<file path="config.mk">
export PLATFORM = sky130hd
export DESIGN_NAME = pipeline_hazard_controller
export DESIGN_NICKNAME = d
export VERILOG_FILES = /design/src/rtl/pipeline_hazard_controller_pkg.sv /design/src/rtl/pipeline_hazard_controller_forward_unit.sv /design/src/rtl/pipeline_hazard_controller.sv
export SDC_FILE = /design/constraint.sdc
export NUM_CORES = 1
export LEC_CHECK = 0
export ABC_CLOCK_PERIOD_IN_PS = 1800
export BUFFER_PORTS_ARGS = -buffer_cell sky130_fd_sc_hd__buf_2
export CORE_ASPECT_RATIO = 0.8
export CORE_MARGIN = 4
export CORE_UTILIZATION = 40
export CTS_CLUSTER_DIAMETER = 60
export DETAILED_ROUTE_END_ITERATION = 10
export GPL_ROUTABILITY_DRIVEN = 0
export PLACE_DENSITY = 0.88
export SETUP_SLACK_MARGIN = 0.3
export SYNTH_ARGS = -nofsm -noshare
export SYNTH_HDL_FRONTEND = slang
export SYNTH_SLANG_ARGS = --single-unit
export TNS_END_PERCENT = 1
</file>
<file path="constraint.sdc">
create_clock -name clk_i -period 1.8 [get_ports clk_i]
set_input_delay 0.36 -clock clk_i [delete_from_list [all_inputs] [get_ports clk_i]]
set_output_delay 0.36 -clock clk_i [all_outputs]
set_load 0.02 [all_outputs]
</file>
<file path="src/rtl/pipeline_hazard_controller_pkg.sv">
// Shared encodings for the pipeline hazard controller: FSM states, forwarding
// selects and the default register-index width.
package riscv_ctrl_pkg;

  localparam int REG_ADDR_W_DEFAULT = 5;

  typedef enum logic [1:0] {
    ST_RUN        = 2'd0,
    ST_LOAD_STALL = 2'd1,
    ST_MEM_WAIT   = 2'd2,
    ST_FLUSH      = 2'd3
  } ctrl_state_e;

  localparam logic [1:0] FWD_REGFILE = 2'b00;
  localparam logic [1:0] FWD_MEMWB   = 2'b01;
  localparam logic [1:0] FWD_EXMEM   = 2'b10;

endpackage

</file>
<file path="src/rtl/pipeline_hazard_controller_forward_unit.sv">
// Operand forwarding select for one EX-stage source register. EX/MEM has
// priority over MEM/WB because it holds the younger result.
module forward_unit
  import riscv_ctrl_pkg::*;
#(
  parameter int REG_ADDR_W = REG_ADDR_W_DEFAULT
) (
  input  logic [REG_ADDR_W-1:0] ex_rs_i,
  input  logic [REG_ADDR_W-1:0] exmem_rd_i,
  input  logic                  exmem_reg_write_i,
  input  logic [REG_ADDR_W-1:0] memwb_rd_i,
  input  logic                  memwb_reg_write_i,
  output logic [1:0]            fwd_sel_o
);

  always_comb begin
    fwd_sel_o = FWD_REGFILE;
    if (exmem_reg_write_i && (exmem_rd_i != '0) && (exmem_rd_i == ex_rs_i)) begin
      fwd_sel_o = FWD_EXMEM;
    end else if (memwb_reg_write_i && (memwb_rd_i != '0) && (memwb_rd_i == ex_rs_i)) begin
      fwd_sel_o = FWD_MEMWB;
    end
  end

endmodule

</file>
<file path="src/rtl/pipeline_hazard_controller.sv">
// Hazard/stall/flush sequencer and forwarding select for the 5-stage core.
// Optional performance counters are built only when HAZARD_PERF_CNT_EN is defined.
module pipeline_hazard_controller
  import riscv_ctrl_pkg::*;
#(
  parameter int REG_ADDR_W   = REG_ADDR_W_DEFAULT,
  parameter int BRANCH_FLUSH = 2,
  parameter int MEM_TIMEOUT  = 64,
  parameter int CNT_W        = 32
) (
  input  logic                  clk_i,
  input  logic                  rst_ni,
  input  logic [REG_ADDR_W-1:0] id_rs1_i,
  input  logic [REG_ADDR_W-1:0] id_rs2_i,
  input  logic [REG_ADDR_W-1:0] ex_rs1_i,
  input  logic [REG_ADDR_W-1:0] ex_rs2_i,
  input  logic [REG_ADDR_W-1:0] idex_rd_i,
  input  logic                  idex_mem_read_i,
  input  logic [REG_ADDR_W-1:0] exmem_rd_i,
  input  logic [REG_ADDR_W-1:0] memwb_rd_i,
  input  logic                  exmem_reg_write_i,
  input  logic                  memwb_reg_write_i,
  input  logic                  branch_taken_i,
  input  logic                  dmem_req_i,
  input  logic                  dmem_ready_i,
  output logic                  pc_write_o,
  output logic                  ifid_write_o,
  output logic                  idex_bubble_o,
  output logic                  flush_o,
  output logic                  pipe_hold_o,
  output logic [1:0]            forward_a_o,
  output logic [1:0]            forward_b_o,
  output logic                  mem_err_o,
  output logic [1:0]            ctrl_state_o,
  output logic [CNT_W-1:0]      stall_cnt_o,
  output logic [CNT_W-1:0]      flush_cnt_o,
  output logic [CNT_W-1:0]      memwait_cnt_o
);

  localparam int TO_W = (MEM_TIMEOUT > 2) ? $clog2(MEM_TIMEOUT) : 1;
  localparam logic [TO_W-1:0] TO_LAST = TO_W'(MEM_TIMEOUT - 1);
  // The first flush cycle happens in RUN, so FLUSH covers the remaining BRANCH_FLUSH-1.
  localparam logic [1:0] FL_INIT = 2'((BRANCH_FLUSH >= 2) ? (BRANCH_FLUSH - 2) : 0);
  localparam logic       BR_MULTI = (BRANCH_FLUSH > 1);

  ctrl_state_e     state_q, state_d;
  logic [TO_W-1:0] to_cnt_q, to_cnt_d;
  logic [1:0]      fl_cnt_q, fl_cnt_d;
  logic            mem_err_q, mem_err_d;

  logic       mem_stall, load_use, to_done;
  logic [1:0] fwd_a_raw, fwd_b_raw;

  assign mem_stall = dmem_req_i & ~dmem_ready_i;
  assign load_use  = idex_mem_read_i & (idex_rd_i != '0) &
                     ((idex_rd_i == id_rs1_i) | (idex_rd_i == id_rs2_i));
  assign to_done   = (to_cnt_q == TO_LAST);

  always_ff @(posedge clk_i or negedge rst_ni) begin
    if (!rst_ni) begin
      state_q   <= ST_RUN;
      to_cnt_q  <= '0;
      fl_cnt_q  <= '0;
      mem_err_q <= 1'b0;
    end else begin
      state_q   <= state_d;
      to_cnt_q  <= to_cnt_d;
      fl_cnt_q  <= fl_cnt_d;
      mem_err_q <= mem_err_d;
    end
  end

  always_comb begin
    state_d   = state_q;
    to_cnt_d  = to_cnt_q;
    fl_cnt_d  = fl_cnt_q;
    mem_err_d = mem_err_q;
    case (state_q)
      ST_RUN, ST_LOAD_STALL: begin
        if (mem_stall) begin
          state_d  = ST_MEM_WAIT;
          to_cnt_d = '0;
        end else if (branch_taken_i) begin
          state_d  = BR_MULTI ? ST_FLUSH : ST_RUN;
          fl_cnt_d = FL_INIT;
        end else if ((state_q == ST_RUN) && load_use) begin
          state_d = ST_LOAD_STALL;
        end else begin
          state_d = ST_RUN;
        end
      end
      ST_MEM_WAIT: begin
        // Branches are not acted on here; EX/MEM is frozen so they resurface in RUN.
        if (dmem_ready_i) begin
          state_d = ST_RUN;
        end else if (to_done) begin
          state_d   = ST_RUN;
          mem_err_d = 1'b1;
        end else begin
          to_cnt_d = to_cnt_q + 1'b1;
        end
      end
      ST_FLUSH: begin
        if (mem_stall) begin
          state_d  = ST_MEM_WAIT;
          to_cnt_d = '0;
        end else if (branch_taken_i) begin
          fl_cnt_d = FL_INIT;
        end else if (fl_cnt_q == 2'd0) begin
          state_d = ST_RUN;
        end else begin
          fl_cnt_d = fl_cnt_q - 2'd1;
        end
      end
      default: state_d = ST_RUN;
    endcase
  end

  always_comb begin
    pc_write_o    = 1'b1;
    ifid_write_o  = 1'b1;
    idex_bubble_o = 1'b0;
    flush_o       = 1'b0;
    pipe_hold_o   = 1'b0;
    if (!rst_ni) begin
      pc_write_o    = 1'b0;
      ifid_write_o  = 1'b0;
      idex_bubble_o = 1'b1;
      flush_o       = 1'b1;
    end else begin
      case (state_q)
        ST_RUN, ST_LOAD_STALL, ST_FLUSH: begin
          if (mem_stall) begin
            pipe_hold_o  = 1'b1;
            pc_write_o   = 1'b0;
            ifid_write_o = 1'b0;
          end else if (branch_taken_i || (state_q == ST_FLUSH)) begin
            flush_o = 1'b1;
          end else if ((state_q == ST_RUN) && load_use) begin
            pc_write_o    = 1'b0;
            ifid_write_o  = 1'b0;
            idex_bubble_o = 1'b1;
          end
        end
        ST_MEM_WAIT: begin
          if (!dmem_ready_i && !to_done) begin
            pipe_hold_o  = 1'b1;
            pc_write_o   = 1'b0;
            ifid_write_o = 1'b0;
          end
        end
        default: ;
      endcase
    end
  end

  forward_unit #(.REG_ADDR_W(REG_ADDR_W)) u_fwd_a (
    .ex_rs_i           (ex_rs1_i),
    .exmem_rd_i        (exmem_rd_i),
    .exmem_reg_write_i (exmem_reg_write_i),
    .memwb_rd_i        (memwb_rd_i),
    .memwb_reg_write_i (memwb_reg_write_i),
    .fwd_sel_o         (fwd_a_raw)
  );

  forward_unit #(.REG_ADDR_W(REG_ADDR_W)) u_fwd_b (
    .ex_rs_i           (ex_rs2_i),
    .exmem_rd_i        (exmem_rd_i),
    .exmem_reg_write_i (exmem_reg_write_i),
    .memwb_rd_i        (memwb_rd_i),
    .memwb_reg_write_i (memwb_reg_write_i),
    .fwd_sel_o         (fwd_b_raw)
  );

  assign forward_a_o  = rst_ni ? fwd_a_raw : FWD_REGFILE;
  assign forward_b_o  = rst_ni ? fwd_b_raw : FWD_REGFILE;
  assign mem_err_o    = mem_err_q;
  assign ctrl_state_o = state_q;

`ifdef HAZARD_PERF_CNT_EN
  logic [CNT_W-1:0] stall_cnt_q, flush_cnt_q, memwait_cnt_q;

  // Saturating event counters; output events are already masked during reset.
  always_ff @(posedge clk_i or negedge rst_ni) begin
    if (!rst_ni) begin
      stall_cnt_q   <= '0;
      flush_cnt_q   <= '0;
      memwait_cnt_q <= '0;
    end else begin
      if (idex_bubble_o && (stall_cnt_q != '1))   stall_cnt_q   <= stall_cnt_q + 1'b1;
      if (flush_o && (flush_cnt_q != '1))         flush_cnt_q   <= flush_cnt_q + 1'b1;
      if (pipe_hold_o && (memwait_cnt_q != '1))   memwait_cnt_q <= memwait_cnt_q + 1'b1;
    end
  end

  assign stall_cnt_o   = stall_cnt_q;
  assign flush_cnt_o   = flush_cnt_q;
  assign memwait_cnt_o = memwait_cnt_q;
`else
  assign stall_cnt_o   = '0;
  assign flush_cnt_o   = '0;
  assign memwait_cnt_o = '0;
`endif

endmodule

</file>
Word level (Yosys, flattened, before mapping). Cells that the tools add are included.

Logic and storage cells: 98. Register bits after elaboration: 11. Output and inout port bits: 108.

Eq/ne operators: 20. Bitwise operators: 5. Add/subtract/negate cells: 2. Muxes and demuxes: 44. Reductions and logical operators: 23.

Operators by type and width (number): $mux W2 (16); $eq A5 B5 Y1 (6); $mux W1 (20); $mux W6 (3); $reduce_bool A5 Y1 (3); $ne A3 B3 Y1 const B (4); $pmux W6 S2 (1); $ne A2 B2 Y1 const B (5); $reduce_and A3 Y1 (3); $logic_and A1 B1 Y1 (8); $add A6 B1 Y6 const B (1); $eq A6 B6 Y1 const B (1); $pmux W2 S3 (1); $reduce_and A5 Y1 (1); $eq A2 B2 Y1 const B (2); $logic_not A2 Y1 (2); $pmux W1 S2 (2); $pmux W2 S2 (1); $and A1 B1 Y1 (3); $reduce_or A3 Y1 (1); $eq A2 B1 Y1 const B (1); $logic_not A1 Y1 (2); $ne A2 B1 Y1 const B (1); $reduce_bool A2 Y1 (1); 5 further kinds (5).

Longest topological paths before layout.
Depth after elaboration: 9. Gate-level depth with buffers: 6. Mapped depth without buffers: 6.

Cells and area by module. From an unflattened synthesis, not the netlist that was laid out.

Cell total of the unflattened synthesis: 227. Area total of the unflattened synthesis: 1836.8 um^2.

By module, submodules not included: pipeline_hazard_controller (times used 1, sequential area each 275.3 um^2, cells an instance 187, area each 1534.0 um^2); forward_unit (times used 2, sequential area each 0.0 um^2, cells an instance 20, area each 151.4 um^2).

Worst setup path after synthesis. OpenSTA, ideal clock, no wires.

Path type: reg2out. Start point: register state_q[0], in the netlist ctrl_state_o[0]. End point: output port pc_write_o. Data arrival time: 1.689 ns. Slack: -0.249 ns. Required time: 1.440 ns. Buffers on the path: 1. Stages on the path, launching flop included: 6. Cell sequence: dfrtp_1 -> nand2b_2 -> nor3_2 -> or2_2 -> o311a_1 -> buf_4.

Word-level cells in the longest chain between the ends: 7. Elaborated cells on any way between the ends: 12.

RTL lines: from (decl) (line pipeline_hazard_controller.sv:46) `ctrl_state_e state_q, state_d;`; from (signal assigned) (line pipeline_hazard_controller.sv:66) `state_q <= state_d;`; $logic_not A2 Y1; $logic_and A1 B1 Y1 (line pipeline_hazard_controller.sv:139) `end else if ((state_q == ST_RUN) && load_use) begin`; $mux W1 (3 in a row); $pmux W1 S2 *; $mux W1 *; to (decl) (line pipeline_hazard_controller.sv:26) `output logic pc_write_o,`.

Mark *: on every way between the ends. The rest lies on a longest branch, timed or not.

Final worst setup path.
Start point: input port memwb_rd_i[2]. End point: output port forward_b_o[0].

Word-level cells in the longest chain between the ends: 6. Elaborated cells on any way between the ends: 7.

RTL lines: from (decl) (line pipeline_hazard_controller.sv:20) `input logic [REG_ADDR_W-1:0] memwb_rd_i,`; $reduce_bool A5 Y1 (line pipeline_hazard_controller_forward_unit.sv:20) `end else if (memwb_reg_write_i && (memwb_rd_i != '0) && (memwb_rd_i == ex_rs_i)) begin`; $logic_and A1 B1 Y1 (line pipeline_hazard_controller_forward_unit.sv:20); $logic_and A1 B1 Y1 * (line pipeline_hazard_controller_forward_unit.sv:20); $mux W1 * (line pipeline_hazard_controller_forward_unit.sv:20); $mux W2 * (line pipeline_hazard_controller_forward_unit.sv:18) `if (exmem_reg_write_i && (exmem_rd_i != '0) && (exmem_rd_i == ex_rs_i)) begin`; $mux W2 * (line pipeline_hazard_controller.sv:176) `assign forward_b_o = rst_ni ? fwd_b_raw : FWD_REGFILE;`; to (decl) (line pipeline_hazard_controller.sv:32) `output logic [1:0] forward_b_o,`.

Marks and branches as above.

==> reports/metrics.cfg <==
[outcome]
status=finished, violations left
violations=negative setup slack

[routing]
totalWireLength_um=4330
vias=1477
postRouteAntennaNets=0
remaining_drc_errors=0
wire_per_inst_um=12.0
first_pass_iters=4
drt_iter0_drc=47
drt-vias-per-instance=4.10

[sta]
setup_viol=8
fin_ws_ns=-0.264
whs_ns=0.0947
period_needed_ns=2.06
rsz0062_at_grt=yes
final.period_utilization=1.15
max_freq_mhz=485
fin_worst_skew_ns=0.00173
drv_slew=0
finalHoldViolations=0

[job]
maxCapViolCount=0

[grt]
grt-ovfl-total=0
grt_pass1_wl_um=5920
grt_max_degree=18
grt_pass1_vias=1295
antenna_found_initial=0
track_usage=0.127

[placed_design]
place_ws_ns=-0.308
hpwlAfterDp_um=3660
placed_area_mm2=0.00200
placed_cells_incl_taps=356
io_buffers=54

[final_layout]
fin_cells=360
fillers=408
synthToLayoutAreaGrowth_pct=18.4
drive_gt1_frac=0.363
final_nets=349
most-common-layout-cells=conb_1, buf_2, buf_4
seq_area_um2=278
final_common_cell=conb_1
multi_input_area_mm2=0.00126
n_antenna_cell=0
final_area_mm2=0.00214

[synthesis]
ys_types=38
ys_seq_area_frac=0.152
synth_cells=223
synth_edf_count=0
synth_ff_type=dfrtp_1
avgSynthCellArea_um2=8.12
netlist_area_mm2=0.00181
async_flop_share=1.00
synth_warnings=0
synth-seq-cells=11

[clock_tree]
h-tree-depth=1
cts.sinks=11
postCtsHoldBufs=0
clk_latency_ns=0.24
path_clk_slew_ns=0.05
numCtsBuffers=3
cts_tree=done
clockBufferDepth=2
clockRootBuffer=clkbuf_8

[worst_setup_path]
critPathMaxStageDelay_ns=0.57
crit_arrival_ns=1.70
crit_path_end_kind=output pin
path_max_fanout=3
r2r_cells=5
critPathSlowestCell=or4_4
required_ns=1.44
r2r-start=ctrl_state_o[0]$_DFFE_PN0P_
worst-setup-path-type=input pin to output pin
crit_chain=buf_2 -> or4_1 -> o211ai_1 -> or4_4 -> nor4_4 -> buf_4
rrSetupSlack_ns=0.17
cp-startpoint=memwb_rd_i[2]
reg2reg_to=to_cnt_q[4]$_DFFE_PN0P_
cp-start-kind=input pin
crit_end=forward_b_o[0]

[floorplanning]
die_h_um=68.2
core.rowCount=21
die_area_mm2=0.00568
ios=151
initial_core_util=0.423
core_mm2=0.00428
chipWidth_um=83.2

[power_and_ir_drop]
power_uw=1530
p_per_area_mw_per_mm2=712
peakVddDrop_uv=481
p_leak_uw=0.00114

[hold_path]
hold_path.class=input pin to asynchronous set/reset pin

power by group:
part / switching (µW) / total (µW) / internal [µW] / leakage (µW)
Combinational: 558 / 907 / 349 / 0.000968
Sequential: 57.1 / 367 / 310 / 0.000144
Clock: 96.3 / 252 / 156 / 0.0000228
through the flow:
stage               setup TNS (ns)  utilization
global route                 -1.76        0.501
global placement             -1.53        0.467
detailed placement           -1.65        0.467
CTS                          -1.43        0.486
finish                       -1.29        0.501
floorplan                   -0.225            -
how the worst min path moves through the flow:
stage,depth (start not counted),from,endpoint
5_1_grt,2,rst_ni,to_cnt_q[4]$_DFFE_PN0P_
3_5_place_dp,2,rst_ni,ctrl_state_o[1]$_DFFE_PN0P_
3_3_place_gp,2,rst_ni,to_cnt_q[3]$_DFFE_PN0P_
2_1_floorplan,0,rst_ni,ctrl_state_o[0]$_DFFE_PN0P_
4_1_cts,2,rst_ni,to_cnt_q[4]$_DFFE_PN0P_
6_report,2,rst_ni,ctrl_state_o[1]$_DFFE_PN0P_
repair_timing:
item | 4_1_cts | 5_1_grt
pin swaps | 9 | 7
setup buffers | 0 | 0
setup endpoints to repair | 11 | 13
resized for setup | 12 | 16
Yosys cell counts, drive strengths merged, types with 2 or more instances:
| library cell | number | share of area |
|---|---|---|
| buf | 97 | 0.40 |
| xor2 | 24 | 0.12 |
| dfrtp | 11 | 0.15 |
| nor2 | 11 | 0.023 |
| or4 | 7 | 0.029 |
| a21oi | 6 | 0.017 |
| nand2 | 6 | 0.012 |
| o21ai | 6 | 0.017 |
| xnor2 | 6 | 0.029 |
| nand3 | 5 | 0.014 |
| inv | 4 | 0.0083 |
| nor4 | 4 | 0.021 |
| o31ai | 4 | 0.017 |
| nand2b | 3 | 0.012 |
| nor3 | 3 | 0.011 |
| o2bb2ai | 3 | 0.015 |
| a22oi | 2 | 0.0083 |
| and2 | 2 | 0.0069 |
| ha | 2 | 0.014 |
| o211ai | 2 | 0.0083 |
| or2 | 2 | 0.0069 |
cell families after synthesis:
| family | Yosys count | share of synthesized area |
|---|---|---|
| adder cells (fa/ha/maj) | 2 | 0.0138 |
| buffers and inverters | 101 | 0.410 |
| other | 1 | 0.00207 |
| AND/OR/NAND/NOR | 48 | 0.157 |
| XOR/XNOR | 30 | 0.145 |
| AO/OA/AOI/OAI | 29 | 0.115 |
| multiplexers | 1 | 0.00553 |
| flip-flops | 11 | 0.152 |
critical path: cells and delay by family:
kind,cells,cell delay [ns]
AOI/OAI and AO/OA,1,0.11
buffers and inverters,2,0.28
and+or+nand+nor,3,0.95
registers in the layout, summed over array words and instances (netlist names):
name and flops:
fl_cnt_q 2, ctrl_state_o 2, mem_err_o 1, to_cnt_q 6
layer usage:
metal / routed length (µm) / GRT usage / vias to the layer above
li1: - / - / 719
met1: 1520 / 0.145 / 696
met2: 2480 / 0.257 / 59
met3: 319 / 0.0253 / 3
met4: 10 / 0.0122 / 0
met5: 0 / 0 / -
cell type report:
cell class,instances,area share
Tap cell,57,0.0333
Clock buffer,4,0.0210
Inverter,4,0.00700
Timing Repair Buffer,78,0.219
Multi-Input combinational cell,206,0.590
Sequential cell,11,0.130
(Power assumes the default switching activity.)
